## src/rtl/wf_gather_ctrl.sv

```systemverilog
// Round-robin gather sequencer: two producers -> 8-entry circular RAM -> one valid/ready consumer.
// Optional stall counter output enabled by defining WF_GATHER_CTRL_STATS_EN.
module wf_gather_ctrl #(
    parameter int DEPTH = 8,
    parameter int AW    = 3,
    parameter int DW    = 39
) (
    input  logic          clock,
    input  logic          reset,
    input  logic          req0_valid,
    output logic          req0_ready,
    input  logic [DW-1:0] req0_data,
    input  logic          req1_valid,
    output logic          req1_ready,
    input  logic [DW-1:0] req1_data,
    output logic          out_valid,
    input  logic          out_ready,
    output logic [DW-1:0] out_data,
    output logic [AW:0]   count,
    output logic          ram_w_en,
    output logic [AW-1:0] ram_w_addr,
    output logic [DW-1:0] ram_w_data,
    output logic          ram_r_en,
    output logic [AW-1:0] ram_r_addr,
    input  logic [DW-1:0] ram_r_data
`ifdef WF_GATHER_CTRL_STATS_EN
    ,
    output logic [15:0]   stall_cnt
`endif
);

    logic [AW-1:0] wr_ptr;
    logic [AW-1:0] rd_ptr;
    logic [AW:0]   pending;
    logic          rr_pri;
    logic          rd_inflight;

    logic full;
    logic grant0;
    logic grant1;
    logic wr_fire;
    logic rd_fire;
    logic pop;

    always_comb begin
        full   = (count == (AW+1)'(DEPTH));
        grant0 = 1'b0;
        grant1 = 1'b0;
        // Reset gating keeps every RAM strobe and ready low while reset is held.
        if (!reset && !full) begin
            if (req0_valid && req1_valid) begin
                grant0 = !rr_pri;
                grant1 = rr_pri;
            end else begin
                grant0 = req0_valid;
                grant1 = req1_valid;
            end
        end
        wr_fire = grant0 || grant1;
        rd_fire = !reset && (pending != '0) && !rd_inflight && (!out_valid || out_ready);
        pop     = out_valid && out_ready;
    end

    assign req0_ready = grant0;
    assign req1_ready = grant1;

    assign ram_w_en   = wr_fire;
    assign ram_w_addr = wr_fire ? wr_ptr : '0;
    assign ram_w_data = wr_fire ? (grant1 ? req1_data : req0_data) : '0;
    assign ram_r_en   = rd_fire;
    assign ram_r_addr = rd_fire ? rd_ptr : '0;

    always_ff @(posedge clock or posedge reset) begin
        if (reset) begin
            wr_ptr      <= '0;
            rd_ptr      <= '0;
            pending     <= '0;
            count       <= '0;
            rr_pri      <= 1'b0;
            rd_inflight <= 1'b0;
            out_valid   <= 1'b0;
            out_data    <= '0;
        end else begin
            if (wr_fire) begin
                wr_ptr <= wr_ptr + AW'(1);
            end
            // Priority only rotates when the two producers actually contended.
            if (req0_valid && req1_valid && wr_fire) begin
                rr_pri <= ~rr_pri;
            end
            if (rd_fire) begin
                rd_ptr <= rd_ptr + AW'(1);
            end
            pending     <= pending + (AW+1)'(wr_fire) - (AW+1)'(rd_fire);
            count       <= count + (AW+1)'(wr_fire) - (AW+1)'(pop);
            rd_inflight <= rd_fire;
            // Capture never collides with a held record: issue waits for a free or popping slot.
            if (rd_inflight) begin
                out_data  <= ram_r_data;
                out_valid <= 1'b1;
            end else if (pop) begin
                out_valid <= 1'b0;
            end
        end
    end

`ifdef WF_GATHER_CTRL_STATS_EN
    always_ff @(posedge clock or posedge reset) begin
        if (reset) begin
            stall_cnt <= '0;
        end else if ((req0_valid || req1_valid) && full && (stall_cnt != 16'hFFFF)) begin
            stall_cnt <= stall_cnt + 16'd1;
        end
    end
`endif

endmodule

```

## config.mk

```make
export PLATFORM = sky130hd
export DESIGN_NAME = wf_gather_ctrl
export DESIGN_NICKNAME = d
export VERILOG_FILES = /design/src/rtl/wf_gather_ctrl.sv
export SDC_FILE = /design/constraint.sdc
export NUM_CORES = 1
export LEC_CHECK = 0
export CAP_MARGIN = 40
export CORE_ASPECT_RATIO = 1.4
export CORE_UTILIZATION = 38
export CTS_CLUSTER_SIZE = 25
export DETAILED_ROUTE_END_ITERATION = 16
export PLACE_DENSITY = 0.87
export SLEW_MARGIN = 0
export SYNTH_ARGS = -nofsm -noshare
export SYNTH_HDL_FRONTEND = slang
export SYNTH_SLANG_ARGS = --single-unit
export TNS_END_PERCENT = 50
```

## constraint.sdc

```tcl
create_clock -name clock -period 5.6 [get_ports clock]
set_clock_uncertainty 0.15 [all_clocks]
set_input_delay 1.12 -clock clock [delete_from_list [all_inputs] [get_ports clock]]
set_output_delay 1.12 -clock clock [all_outputs]
set_load 0.05 [all_outputs]
```

After elaboration in Yosys (flattened, before gate mapping)

Index checks and enable logic that the tools add are counted.

Flip-flop bits (word level): 56
Logic and storage cells: 42

Add/subtract/negate cells: 6
Eq/ne operators: 1
Mux-type cells: 10
Bitwise gates (word level): 1
Reductions and logical operators: 16

Operators by type and width:

| cell                                                          | count |
|---|---|
| 39-bit two-way mux                                            | 2 |
| 4-bit by 1-bit adder with 4-bit output                        | 2 |
| 4-bit by 1-bit subtractor with 4-bit output                   | 2 |
| 1-bit logical AND                                             | 7 |
| 3-bit by 1-bit adder with 3-bit output, second input constant | 2 |
| 1-bit two-way mux                                             | 6 |
| 3-bit two-way mux                                             | 2 |
| 1-bit zero test                                               | 5 |
| 4-bit equality test, second input constant                    | 1 |
| 4-bit nonzero test                                            | 1 |
| 1-bit logical OR                                              | 2 |
| 2-bit nonzero test                                            | 1 |
| 1-bit NOT                                                     | 1 |

Logic depth before layout (Yosys ltp)

Gate-level depths: netlist of the first run.

Depth after elaboration: 7
Depth in mapped cells: 11

Worst setup path before layout of the first run

No wires, ideal clock.

Path kind: input-to-output
Start: input req1_valid
End: output ram_w_addr[0]
Arrival time: 2,675 ps
Required time: 4,330 ps
Setup slack: 1,655 ps
Stages on the path: 4
Path buffers: 1
Cell sequence: buf_2 nor2_1 nor3_2 and2_1

Word-level cells in the longest chain between the ends: 5
Elaborated cells on any way between the ends: 7
Those cells by class: mux (5); reduce/logical (2)

Ends and longest elaborated chain:

| what                  | RTL line | source |
|---|---|---|
| from (decl)           | 13       | `input logic req1_valid,` |
| 1-bit logical AND     | 51       | `if (req0_valid && req1_valid) begin` |
| 1-bit two-way mux     | 51       |  |
| 1-bit two-way mux     | 50       | `if (!reset && !full) begin` |
| 1-bit logical OR (*)  | 59       | `wr_fire = grant0 \|\| grant1;` |
| named net ram_w_en    | 20       | `output logic ram_w_en,` |
| 3-bit two-way mux (*) | 68       | `assign ram_w_addr = wr_fire ? wr_ptr : '0;` |
| to (decl)             | 21       | `output logic [AW-1:0] ram_w_addr,` |

The timed path passes the listed nets; every way through them passes the cells marked *.

Worst setup path after layout of the first run

Start: input reset
End: output ram_r_addr[0]

Word-level cells in the longest chain between the ends: 5

Ends and longest elaborated chain:

| what                           | RTL line | source |
|---|---|---|
| from (decl)                    | 9        | `input logic reset,` |
| 1-bit zero test (no line)      | --       |  |
| 1-bit logical AND (3 in a row) | 60       | `rd_fire = !reset && (pending != '0) && !rd_inflight && (!out_valid \|\| out_ready);` |
| 3-bit two-way mux              | 71       | `assign ram_r_addr = rd_fire ? rd_ptr : '0;` |
| to (decl)                      | 24       | `output logic [AW-1:0] ram_r_addr,` |

Every way passes these cells.

==> metrics.md, run 1 <==
| Metric | Value |
|---|---|
| Status | completed |
| Gr ovfl total | 0 |
| Total CTS buffers | 5 |
| Post-Syn Area | 2980 um2 |
| Starting DRT DRC Count | 80 |
| TritonCTS clock tree | done |
| Worst setup EP type | primary output |
| Latest clock arrival within the worst-skew pair | 310 ps |
| HPWL after detailed placement | between 8 and 9 mm |
| Fin cells | roughly 570 |
| Core Area | 7450 um2 |
| Die Wd | around 77 um |
| Nets | between 600 and 700 |
| Setup-failing EPs final | 0 |
| Relative slew slack | 0.517 |
| Total Power | between 3 and 4 mW |
| Post-Route WL | between 10 and 15 mm |
| Slew Limit Fails | 0 |
| DRC | 0 |
| Initial antenna violation count | 2 |
| Post-Synthesis Cells | 266 |
| Maximum clock frequency | about 0.22 GHz |
| DIE HEIGHT | approximately 110 um |
| Initial Utilization | 0.400 |
| # fillers | slightly below 500 |
| Post-CTS setup buffers | 0 |
| Layout cells sized above 1 | 0.224 |
| CP required | 4330 ps |
| Library cells used by synthesis | 28 |
| Synthesized net count | approximately 400 |
| Max Cap Viol | 0 |
| Final hold violation count | 0 |
| # hold bufs at CTS | 0 |
| Via count | between 3000 and 4000 |
| Vias in the first global route | 3029 |
| Crit start category | input port |
| Setup TNS | 0 ps |
| Placer congestion estimate | between 0.8 and 0.9 |
| CP max FO | 8 |
| Worst hold path class | flop to flop |
| Gr usage total | 0.257 |
| Ys Warns | 0 |
| Final setup margin | 1120 ps |
| Tcrit/Tclk final | 0.799 |
| CTS root buffer | clkbuf_8 |
| Die footprint | a little over 8000 um2 |
| Area Overhead vs Synth | 90.6% |
| RSZ-0062 raised after global routing | false |
| Sink Count | 56 |
| Critical path data arrival time | between 3000 and 4000 ps |
| Largest net degree at the start of global routing | 47 |
| Least-Margin Pin Slew | between 700 and 800 ps |
| WHS Path Cells | 1 |
| Post-route ant nets | 0 |
| Via-to-Cell Ratio | 5.33 |
| First-pass GRT wire length | ~16 mm |
| # H-tree levels | 2 |
| Setup slack at placement | between 1000 and 1500 ps |
| Setup CP Type | input port to primary output |
| Site row count | 37 |
| Pwr Density | approximately 530 nW/um2 |
| Dpl cells | 560 |
| IO Count | approximately 220 |
| Post-Syn Area per Cell | 11.2 um2 |
| Post-DR wirelength/cell | 18.9 um |
| Drt first pass iters | 5 |
| Buffers on Ports | 214 |
| CTS max path bufs | 2 |
| Post-synthesis sequential area ratio | 0.470 |
| Commonest non-fill, non-tap cells in the layout | 170 x clkdlybuf4s50_1, 56 x dfrtp_1, 42 x nor2_1 |
| Leakage | around 2.3 nW |
| Synthesized flop and latch total | 56 |
| Cell count of the worst reg-to-reg path | 11 |
| Peak supply drop | about 420 uV |
| Commonest non-fill, non-tap cell in the layout | clkdlybuf4s50_1 |
| Worst-path clk slew | about 90 ps |
| Crit path time final | 4480 ps |
| Resize count post-CTS | 0 |
-- registers in the layout, indices dropped and copies added (netlist names) --
name,flops
out_data,39
count,4
pending,4
rd_ptr,3
wr_ptr,3
out_valid,1
rd_inflight,1
rr_pri,1
-- routing by layer --
| metal | global-route usage | up-vias | share of wire |
|---|---|---|---|
| li1 | - | 1366 | - |
| met1 | 0.296 | 1434 | 0.38 |
| met2 | 0.422 | 200 | 0.47 |
| met3 | 0.111 | 20 | 0.12 |
| met4 | 0.0934 | 2 | 0.025 |
| met5 | 0 | - | 0.0012 |
-- area by class of cell --
type                            count  area (um2)  share of cell area
Clock inverter                      1        30.0             0.00529
Tap cell                           97         121              0.0214
Multi-Input combinational cell    171        1420               0.249
Inverter                           16        60.1              0.0106
Antenna cell                        1        2.50            0.000441
Sequential cell                    56        1400               0.247
Timing Repair Buffer              220        2580               0.454
Clock buffer                        5        68.8              0.0121
-- power by group --
group          internal [mW]  leakage (nW)  switching, mW
combinational          0.815          1.63           1.22
sequential             0.614         0.655          0.126
clock                  0.129        0.0501          0.125
total                   1.56          2.34           1.47
-- cell usage after synthesis --
cell       n  area, um2
dfrtp_1   56       1400
nor2_1    42        158
mux2_2    40        450
a32oi_1   39        342
inv_1     16       60.1
clkbuf_1  13       48.8
ha_1      12        150
buf_2      9       45.0
and2_1     5       31.3
xor2_1     5       43.8
xnor2_1    4       35.0
and2_2     3       22.5
nand2b_1   3       18.8
a21o_1     2       15.0
a21oi_1    2       10.0
and3_1     2       12.5
fa_1       2       40.0
a21boi_1   1       7.51
buf_6      1       11.3
mux2_4     1       15.0
nand2_1    1       3.75
nand4_1    1       6.26
nor3_1     1       5.00
nor3_2     1       10.0
nor3b_2    1       12.5
nor4b_1    1       8.76
or2_2      1       6.26
or3b_1     1       8.76
-- critical path: stages --
cell and delay [ps]:
clkdlybuf4s50_1 530, nor2_1 180, and3_1 370, and2_2 200, clkdlybuf4s50_1 810
-- cell families after synthesis --
logic type,share of synthesized area
AOI/OAI and AO/OA,0.126
xor gates and xnor gates,0.0265
adders and majority gates,0.0638
buffers and inverters,0.0554
muxes,0.156
and+or+nand+nor,0.102
DFF,0.470
-- path summary, 6_finish.rpt --
check                      startpoint             to  slack [ps]
max                             reset  ram_r_addr[0]        1120
min                         wr_ptr[2]      wr_ptr[2]         320
max reg2reg                  count[2]       count[2]        2850
min reg2reg                 wr_ptr[2]      wr_ptr[2]         320
max in group asynchronous       reset   out_data[13]        3390
min in group asynchronous       reset   out_data[37]        1060
-- stage by stage --
| step | cell area [um2] | utilization | hold slack (ps) |
|---|---|---|---|
| CTS | 5680 | 0.761 | 320 |
| global placement | 5580 | 0.748 | 304 |
| finish | 5680 | 0.762 | 321 |
| detailed placement | 5580 | 0.748 | 307 |
| floorplan | 2980 | - | 284 |
| global route | 5680 | 0.762 | 357 |
(Power assumes the default switching activity.)
==> run 2: changes to the inputs <==
--- a/config.mk
+++ b/config.mk
@@ -7,10 +7,10 @@
 export LEC_CHECK = 0
 export CAP_MARGIN = 40
 export CORE_ASPECT_RATIO = 1.4
-export CORE_UTILIZATION = 38
+export CORE_UTILIZATION = 32
 export CTS_CLUSTER_SIZE = 25
 export DETAILED_ROUTE_END_ITERATION = 16
-export PLACE_DENSITY = 0.87
+export PLACE_DENSITY = 0.78
 export SLEW_MARGIN = 0
 export SYNTH_ARGS = -nofsm -noshare
 export SYNTH_HDL_FRONTEND = slang
==> constraint.sdc (replaced) <==
create_clock -name clock -period 4 [get_ports clock]
set_clock_uncertainty 0.15 [all_clocks]
set_input_delay 0.8 -clock clock [delete_from_list [all_inputs] [get_ports clock]]
set_output_delay 0.8 -clock clock [all_outputs]
set_load 0.05 [all_outputs]
==> run 2 against run 1 <==
Effect of this change: sequential cell count is the same; utilization shrank 12 points; setup slack lost 600 ps; via count shrank 2.5%; sequential share of layout area shrank 0.54 points; count of clock-buffer cells in the layout grew 2; die area grew 18%; worst hold slack gained 3.9 ps; combinational power grew 41%; clock power grew 73%; global-route usage shrank 5.5 points; critical endpoint is now ram_w_data[13].
==> metrics.md, run 2 (synthesis gave the netlist of run 1 again) <==
| Metric | Value |
|---|---|
| Status | completed |
| Final setup margin | 525 ps |
| Dpl cells | about 570 |
| Pwr Density | 748 nW/um2 |
| HPWL after detailed placement | 7.42 mm |
| First-pass GRT wire length | 15.5 mm |
| DIE HEIGHT | 116 um |
| Core Area | 9030 um2 |
| CTS root buffer | clkbuf_16 |
| Crit path time final | between 3000 and 4000 ps |
| Largest registers | out_data: 39 flops, count: 4 flops, pending: 4 flops |
| Sink Count | 56 |
| Die footprint | between 9000 and 10000 um2 |
| Starting DRT DRC Count | between 50 and 60 |
| Setup CP Type | input port to primary output |
| Commonest non-fill, non-tap cell in the layout | clkdlybuf4s50_1 |
| Register with the highest flop count | out_data |
| Setup TNS | 0 ps |
| Vias in the first global route | approximately 3100 |
| Post-CTS setup buffers | 0 |
| Max Cap Viol | 0 |
| CP Cell Sequence | clkdlybuf4s50_1 -> nand2b_1 -> buf_4 -> a32oi_1 -> nor2_1 -> buf_12 |
| Initial Utilization | 0.330 |
| Site row count | 41 |
| Latest clock arrival within the worst-skew pair | between 200 and 300 ps |
| Slew Limit Fails | 0 |
| Crit start category | input port |
| RSZ-0062 raised after global routing | false |
| Crit path max-delay cell type | clkdlybuf4s50_1 |
| Buffers on Ports | about 210 |
| CP peak stage delay | between 400 and 500 ps |
| Leakage | 2.40 nW |
| Die Wd | ~84 um |
| # H-tree levels | 2 |
| Layout cells sized above 1 | 0.237 |
| Area Overhead vs Synth | 94.8% |
| Post-route ant nets | 0 |
| Total CTS buffers | 5 |
| Worst-path clk slew | ~70 ps |
| Commonest non-fill, non-tap cells in the layout | 165 x clkdlybuf4s50_1, 56 x dfrtp_1, 45 x buf_12 |
| Initial antenna violation count | 0 |
| Relative slew slack | 0.502 |
| Least-Margin Pin Slew | roughly 750 ps |
| DRC | 0 |
| IO Count | ~220 |
| CP max FO | 31 |
| CTS max path bufs | 2 |
| Tcrit/Tclk final | 0.869 |
| Largest net degree at the start of global routing | 41 |
| Worst hold path class | flop to flop |
| CP top delay family | buffers and inverters |
| # hold bufs at CTS | 0 |
| Diodes inserted | 0 |
| Gr ovfl total | 0 |
| Buf/Inv on CP | 3 |
| Resize count post-CTS | 0 |
| Post-Route WL | between 9 and 10 mm |
| Critical path data arrival time | 2530 ps |
| Via count | about 2900 |
| Peak supply drop | ~690 uV |
| Post-DR wirelength/cell | about 17 um |
| Final hold violation count | 0 |
| Gr usage total | 0.202 |
| Via-to-Cell Ratio | 5.09 |
| Drt first pass iters | 6 |
| CP required | roughly 3100 ps |
| Maximum clock frequency | around 0.29 GHz |
| Final Core Density | 0.643 |
| TritonCTS clock tree | done |
| Nets | 607 |
| Setup slack at placement | 505 ps |
| Setup-failing EPs final | 0 |
| Placer congestion estimate | ~0.77 |
| Max FFs per register | 39 |
| Worst setup EP type | primary output |
| Fin cells | approximately 580 |
## run 2: final cells by class
type,instances,area (um2)
clock buffers,7,143
repair buffers,221,2640
flip-flops and latches,56,1400
inverters,16,60.1
clock inverters,1,7.51
multi-input cells,171,1420
well taps,107,134
fillers,677,3220
## run 2: where the power goes
group	switching [mW]	internal [mW]
sequential	0.178	0.862
clock	0.190	0.250
combinational	1.70	1.17
## run 2: worst register-to-register path, stage by stage (launching register included)
cell and delay, ps:
dfrtp_1 360, inv_1 70, ha_1 140, or3b_1 370, and3_1 300, ha_1 310, inv_1 50, ha_1 150
inv_1 50, fa_1 380, xnor2_1 130
## run 2: stage by stage
stage          hold WS [ps]  total power [mW]  area, um2
6_report                324              4.34       5800
5_1_grt                 348              4.57       5800
2_1_floorplan           284              2.81       2980
3_5_place_dp            306              3.92       5650
3_3_place_gp            304              3.85       5650
4_1_cts                 321              4.39       5800
## run 2: final timing paths
| kind | from | to | slack, ps | cells past startpoint |
|---|---|---|---|---|
| worst max-delay path | req0_valid | ram_w_data[13] | 520 | 6 |
| worst min-delay path | wr_ptr[2] | wr_ptr[2] | 320 | 1 |
| worst max register to register | pending[2] | pending[2] | 1420 | 10 |
| worst min register to register | wr_ptr[2] | wr_ptr[2] | 320 | 1 |
| max in group asynchronous | reset | out_data[21] | 2230 | 3 |
| min in group asynchronous | reset | out_data[24] | 870 | 2 |
## run 2: per-layer routing
metal	part of all wire	vias up	track usage
met3	0.11	12	0.0756
met5	0	-	0
met1	0.35	1398	0.203
met4	0.016	0	0.0701
met2	0.52	168	0.383
li1	-	1367	-
